[config.mk]
export PLATFORM = sky130hd
export DESIGN_NAME = alu_seq
export DESIGN_NICKNAME = d
export VERILOG_FILES = /design/src/rtl/alu_seq.sv
export SDC_FILE = /design/constraint.sdc
export NUM_CORES = 1
export LEC_CHECK = 0
export CAP_MARGIN = 20
export CORE_MARGIN = 8
export CORE_UTILIZATION = 54
export DETAILED_ROUTE_END_ITERATION = 16
export DONT_BUFFER_PORTS = 1
export PLACE_DENSITY_LB_ADDON = 0.25
export SLEW_MARGIN = 10
export SYNTH_ARGS = -nofsm -noshare
export SYNTH_HDL_FRONTEND = slang
export SYNTH_SLANG_ARGS = --single-unit
[constraint.sdc]
create_clock -name clk_i -period 3.1 [get_ports clk_i]
set_input_delay 0.62 -clock clk_i [delete_from_list [all_inputs] [get_ports clk_i]]
set_output_delay 0.62 -clock clk_i [all_outputs]
set_load 0.1 [all_outputs]
[src/rtl/alu_seq.sv]
// Handshaked multi-cycle ALU: single-cycle logic/arith, bit-serial shifts, optional shift-add multiply.
// Define ALU_MUL_EN to build the multiplier (opcode 1000); otherwise opcode 1000 is illegal.
//   state    | meaning
//   ST_IDLE  | ready for a new operation
//   ST_SHIFT | shifting acc one bit per cycle
//   ST_MUL   | shift-add multiply in progress
//   ST_DONE  | result and flags held until taken
module alu_seq #(
  parameter int DATA_WIDTH  = 32,
  parameter int SHAMT_WIDTH = $clog2(DATA_WIDTH)
) (
  input  logic                  clk_i,
  input  logic                  rst_i,
  input  logic                  valid_i,
  output logic                  ready_o,
  input  logic [DATA_WIDTH-1:0] A_i,
  input  logic [DATA_WIDTH-1:0] B_i,
  input  logic [3:0]            opcode_i,
  output logic                  valid_o,
  input  logic                  ready_i,
  output logic [DATA_WIDTH-1:0] data_o,
  output logic                  ALU_zero,
  output logic                  negative,
  output logic                  carry_o,
  output logic                  overflow_o
);

  localparam int MSB = DATA_WIDTH - 1;
  localparam int CW  = (SHAMT_WIDTH > $clog2(DATA_WIDTH)) ? SHAMT_WIDTH : $clog2(DATA_WIDTH) + 1;

  localparam logic [3:0] OP_ADD = 4'd0;
  localparam logic [3:0] OP_SUB = 4'd1;
  localparam logic [3:0] OP_AND = 4'd2;
  localparam logic [3:0] OP_OR  = 4'd3;
  localparam logic [3:0] OP_XOR = 4'd4;
  localparam logic [3:0] OP_SRL = 4'd5;
  localparam logic [3:0] OP_SRA = 4'd6;
  localparam logic [3:0] OP_SLL = 4'd7;
`ifdef ALU_MUL_EN
  localparam logic [3:0] OP_MUL = 4'd8;
`endif

  typedef enum logic [1:0] {ST_IDLE, ST_SHIFT, ST_MUL, ST_DONE} state_t;

  state_t                r_state, w_state_nxt;
  logic [DATA_WIDTH-1:0] r_acc, w_acc_nxt;
  logic [CW-1:0]         r_cnt, w_cnt_nxt;
  logic [3:0]            r_op, w_op_nxt;
  logic [DATA_WIDTH-1:0] r_data;
  logic                  r_zero, r_neg, r_carry, r_ovf;
`ifdef ALU_MUL_EN
  logic [DATA_WIDTH-1:0] r_mcand, w_mcand_nxt, r_mplier, w_mplier_nxt, w_macc;
`endif

  logic [DATA_WIDTH:0]   w_sum, w_diff;
  logic [DATA_WIDTH-1:0] w_shifted, w_res;
  logic [CW-1:0]         w_shamt;
  logic                  w_bneg_msb, w_load, w_carry, w_ovf;

  assign w_shamt = CW'(B_i[SHAMT_WIDTH-1:0]);
  assign w_sum   = {1'b0, A_i} + {1'b0, B_i};
  assign w_diff  = {1'b0, A_i} + {1'b0, ~B_i} + (DATA_WIDTH+1)'(1);
  // Sign of -B: negation flips the sign except for 0 and the most negative value.
  assign w_bneg_msb = (B_i[MSB-1:0] == '0) ? B_i[MSB] : ~B_i[MSB];
`ifdef ALU_MUL_EN
  assign w_macc = r_acc + (r_mplier[0] ? r_mcand : '0);
`endif

  always_comb begin
    w_shifted = {r_acc[MSB-1:0], 1'b0};
    case (r_op)
      OP_SRL:  w_shifted = {1'b0, r_acc[MSB:1]};
      OP_SRA:  w_shifted = {r_acc[MSB], r_acc[MSB:1]};
      default: w_shifted = {r_acc[MSB-1:0], 1'b0};
    endcase
  end

  always_comb begin
    w_state_nxt = r_state;
    w_acc_nxt   = r_acc;
    w_cnt_nxt   = r_cnt;
    w_op_nxt    = r_op;
`ifdef ALU_MUL_EN
    w_mcand_nxt  = r_mcand;
    w_mplier_nxt = r_mplier;
`endif
    w_res   = '0;
    w_load  = 1'b0;
    w_carry = 1'b0;
    w_ovf   = 1'b0;
    case (r_state)
      ST_IDLE: begin
        if (valid_i) begin
          w_op_nxt    = opcode_i;
          w_state_nxt = ST_DONE;
          w_load      = 1'b1;
          case (opcode_i)
            OP_ADD: begin
              w_res   = w_sum[MSB:0];
              w_carry = w_sum[DATA_WIDTH];
              w_ovf   = (A_i[MSB] == B_i[MSB]) && (w_sum[MSB] != A_i[MSB]);
            end
            OP_SUB: begin
              w_res   = w_diff[MSB:0];
              w_carry = w_diff[DATA_WIDTH];
              w_ovf   = (A_i[MSB] == w_bneg_msb) && (w_diff[MSB] != A_i[MSB]);
            end
            OP_AND: w_res = A_i & B_i;
            OP_OR:  w_res = A_i | B_i;
            OP_XOR: w_res = A_i ^ B_i;
            OP_SRL, OP_SRA, OP_SLL: begin
              if (w_shamt == '0) begin
                w_res = A_i;
              end else begin
                w_load      = 1'b0;
                w_acc_nxt   = A_i;
                w_cnt_nxt   = w_shamt;
                w_state_nxt = ST_SHIFT;
              end
            end
`ifdef ALU_MUL_EN
            OP_MUL: begin
              w_load       = 1'b0;
              w_acc_nxt    = '0;
              w_mcand_nxt  = A_i;
              w_mplier_nxt = B_i;
              w_cnt_nxt    = CW'(DATA_WIDTH);
              w_state_nxt  = ST_MUL;
            end
`endif
            default: w_res = '0;
          endcase
        end
      end
      ST_SHIFT: begin
        w_acc_nxt = w_shifted;
        w_cnt_nxt = r_cnt - CW'(1);
        if (r_cnt == CW'(1)) begin
          w_res       = w_shifted;
          w_load      = 1'b1;
          w_state_nxt = ST_DONE;
        end
      end
`ifdef ALU_MUL_EN
      ST_MUL: begin
        w_acc_nxt    = w_macc;
        w_mcand_nxt  = {r_mcand[MSB-1:0], 1'b0};
        w_mplier_nxt = {1'b0, r_mplier[MSB:1]};
        w_cnt_nxt    = r_cnt - CW'(1);
        if (r_cnt == CW'(1)) begin
          w_res       = w_macc;
          w_load      = 1'b1;
          w_state_nxt = ST_DONE;
        end
      end
`endif
      ST_DONE: begin
        if (ready_i) w_state_nxt = ST_IDLE;
      end
      default: w_state_nxt = ST_IDLE;
    endcase
  end

  always_ff @(posedge clk_i or posedge rst_i) begin
    if (rst_i) begin
      r_state <= ST_IDLE;
      r_acc   <= '0;
      r_cnt   <= '0;
      r_op    <= '0;
      r_data  <= '0;
      r_zero  <= 1'b0;
      r_neg   <= 1'b0;
      r_carry <= 1'b0;
      r_ovf   <= 1'b0;
`ifdef ALU_MUL_EN
      r_mcand  <= '0;
      r_mplier <= '0;
`endif
    end else begin
      r_state <= w_state_nxt;
      r_acc   <= w_acc_nxt;
      r_cnt   <= w_cnt_nxt;
      r_op    <= w_op_nxt;
`ifdef ALU_MUL_EN
      r_mcand  <= w_mcand_nxt;
      r_mplier <= w_mplier_nxt;
`endif
      if (w_load) begin
        r_data  <= w_res;
        r_zero  <= (w_res == '0);
        r_neg   <= w_res[MSB];
        r_carry <= w_carry;
        r_ovf   <= w_ovf;
      end
    end
  end

  assign ready_o    = (r_state == ST_IDLE) && !rst_i;
  assign valid_o    = (r_state == ST_DONE);
  assign data_o     = r_data;
  assign ALU_zero   = r_zero;
  assign negative   = r_neg;
  assign carry_o    = r_carry;
  assign overflow_o = r_ovf;

endmodule

==> results.md <==
* Crit Path Category: input pin to register
* WHS Path Cells at 1
* Largest net degree at the start of global routing at 80
* CP max stage delay at 0.45 ns
* Register area share after synthesis at 19.3%
* Mapped Area at 0.0102 mm2
* Top_reg_cell synth: dfrtp_1
* Final WL at 43400 um
* Slew @ Worst Pin at 1.01 ns
* Final #Nets at 1803
* Crit path max fanout at 6
* Fin. Hold Viols at 0
* Total GRT Usage at 35.4%
* Clock sinks at 79
* Clock share of power at 15.4%
* Vias per cell at 6.50
* Number of port buffers at 0
* Initial Util at 54.8%
* DRT antenna net count at 0
* Max Cap Viol at 0
* Post-Synthesis Cells at 1370
* Vias in the first global route at 12000
* CP required at 3.34 ns
* Switching pwr at 0.00422 W
* Horiz. Die Dim at 154 um
* Outcome: finished with violations
* Reg2Reg Depth at 12
* HP Class: input pin to register
* Initial antenna violation count at 1
* Average cell area after synthesis at 7.46 um2
* Skew final at 0.00530 ns
* Setup WS post-layout at -0.364 ns
* Cells after DPL at 1832
* Hold-fix buffers, CTS at 0
* DP Wirelength at 33600 um
* Top Ports at 110
* Die area at 0.0236 mm2
* Total gr overflow at 0
* DP Area at 0.0129 mm2
* DRC at 0
* Fraction of layout cells with a size suffix above 1 at 31.7%
* Syn Nets at 1551
* Clk slew on worst S/H paths at 0.06 ns
* First-pass GRT wire length at 66700 um
* Most common cell after layout, fill and taps aside: buf_4
* Via Count at 12100
* Wire per inst at 23.3 um
* Hold slack at 0.405 ns
* Startpoint types: input pin
* RSZ-0062 raised after global routing: true
* Design area at 0.0138 mm2
* Post-synth ARST share at 100%
* CTS tree: built
* Core ar. at 0.0186 mm2
* Rel. slew slack at 32.7%
* Seq cells post-synth at 79
* Post-synth EDFFs at 0
* Worst vdd ir at 0.932 mV
* DR pass1 iterations at 6
* Number of fill cells at 1444
* Ys Warns at 0
* Layout area overhead at 35.1%
* Failing checks: setup timing
* Non-Filler Instances at 1861
* Clk buf depth at 2
* DR iter-0 viols at 1359
* Final Max Tran Viols at 0
* Yosys cell types at 93
* H-tree Lvls at 3
* CTS buffer count at 9
* GPL Wtd Cong at 1.00
* Critical Path Sink Type: register
* Critical path's slowest cell: a221o_2
* Root buf cell: clkbuf_16
* Combinational Power Share at 44.4%
* Tcrit/Tclk final at 112%
* Pleak at 6.25 nW
* Die Ht at 154 um
* Ant. Diodes at 0
* Post-layout minimum cycle time at 3.46 ns
* Crit path cell chain: inv_2 -> ha_4 -> buf_4 -> nand2_1 -> o21ai_2 -> a221o_2 -> o31ai_2 -> xnor2_1 -> nor3_1 -> nor3_1 -> buf_4 -> nand4_1 -> nor4_2 -> nand4_1 -> o41ai_2
* Max Clk Rate at 289 MHz
* Int Pwr at 0.00374 W
* Site Rows at 50
* Arr. time, crit path at 3.70 ns
* Most frequent cells in the layout: 317 x buf_4, 129 x nor2_1, 125 x nand2_1, 103 x a21oi_1, 94 x ha_1
* Sw frac at 53.0%
* Flop pwr share at 40.2%
* Clk_lat worst skew at 0.34 ns
* Setup Viol. Count Final at 6
* Pwr Density at 576 mW/mm2
stage by stage:
stage / power [W] / setup slack [ns] / setup TNS (ns) / utilization, %
global route: 0.00831 / -0.466 / -1.47 / 74.1
global placement: 0.00638 / -0.744 / -6.10 / 69.0
floorplan: 0.00525 / -0.167 / -0.187 / -
CTS: 0.00778 / -0.316 / -0.549 / 71.7
detailed placement: 0.00648 / -0.761 / -7.23 / 69.0
finish: 0.00796 / -0.364 / -0.795 / 74.1
synthesized netlist by cell type, types with 7 or more instances:
master / n / share of area [%]
a211oi_1: 28 / 2.1
a222oi_1: 11 / 1.1
nor2b_1: 19 / 1.2
dfrtp_1: 79 / 19
xnor2_1: 11 / 0.94
o22ai_1: 11 / 0.67
a21oi_1: 117 / 5.7
nand4_1: 12 / 0.73
mux2_2: 37 / 4.1
inv_1: 106 / 3.9
nand2_1: 129 / 4.7
nand2b_1: 17 / 1.0
clkbuf_1: 66 / 2.4
and2_1: 12 / 0.73
nor4_1: 23 / 1.4
buf_2: 15 / 0.73
o221ai_1: 8 / 0.69
nor3_1: 33 / 1.6
o211ai_1: 23 / 1.7
or3_1: 8 / 0.49
o21a_1: 8 / 0.59
o31ai_1: 16 / 1.2
a221oi_1: 7 / 0.60
mux2i_1: 40 / 3.9
a22oi_1: 8 / 0.59
a221o_1: 10 / 0.98
a21o_1: 27 / 2.0
nor2_1: 130 / 4.8
o21ai_0: 83 / 4.1
a31oi_1: 17 / 1.0
ha_1: 107 / 13
nand3_1: 33 / 1.6
final cells by class:
cell class	count	area (um2)	share of cell area, %
clock buffers	10	229	1.66
inverters	109	425	3.08
clock inverters	6	115	0.833
flip-flops and latches	79	1980	14.3
well taps	234	293	2.12
multi-input cells	1094	8210	59.4
repair buffers	329	2570	18.6
power by group through the flow:
stage	combinational, W	sequential (W)	clock [W]
final	0.00353	0.00320	0.00122
after global routing	0.00381	0.00323	0.00126
after CTS	0.00337	0.00319	0.00122
after detailed placement	0.00328	0.00320	0
after global placement	0.00320	0.00318	0
after floorplan	0.00223	0.00302	0
critical path, delay by kind of cell:
family | cells | cell delay (ns)
compound gates | 4 | 1.17
simple gates | 6 | 1.12
fa+ha+maj | 1 | 0.25
xor+xnor | 1 | 0.19
buf+inv | 3 | 0.35
final timing paths:
check,startpoint,to,slack (ns)
worst min register to register,r_cnt[5]$_DFFE_PP0P_,r_cnt[5]$_DFFE_PP0P_,0.49
max in group asynchronous,rst_i,data_o[31]$_DFFE_PP0P_,1.95
min in group asynchronous,rst_i,data_o[15]$_DFFE_PP0P_,0.48
worst min-delay path,ready_i,r_state[0]$_DFFE_PP0P_,0.40
worst max-delay path,A_i[8],ALU_zero$_DFFE_PP0P_,-0.36
worst max register to register,r_op[3]$_DFFE_PP0P_,ALU_zero$_DFFE_PP0P_,-0.32
per-layer routing:
layer | routed length, um | vias up | share of wire [%] | GRT usage (%)
met5 | 10 | - | 0.023 | 0
met1 | 16100 | 5678 | 37 | 40.7
met2 | 20300 | 709 | 47 | 59.9
met3 | 3720 | 213 | 8.6 | 6.14
li1 | - | 5497 | - | -
met4 | 3170 | 2 | 7.3 | 23.1
sequential cells by signal (all words and copies together) (netlist names):
signal and cells:
r_state 2, r_cnt 6, ALU_zero 1, r_op 4, overflow_o 1, carry_o 1, r_acc 32, data_o 32
timing repair:
| action | in CTS | in global routing |
|---|---|---|
| setup buffers | 4 | 10 |
| gates resized for setup | 25 | 75 |
| pin swaps | 13 | 36 |
| endpoints found under the setup margin | 11 | 14 |
| endpoints found under the hold margin | 0 | 0 |
cell families (layout without fill, tap and decap cells):
logic type,Yosys count,in the layout,share of synthesized area (%)
fa+ha+maj,109,109,13.5
simple gates,450,450,21.0
mux,79,79,8.32
xor+xnor,13,13,1.11
compound gates,443,443,29.2
flops,79,79,19.3
buf+inv,197,454,7.60
Note: power is estimated with default switching activity, not from simulation.
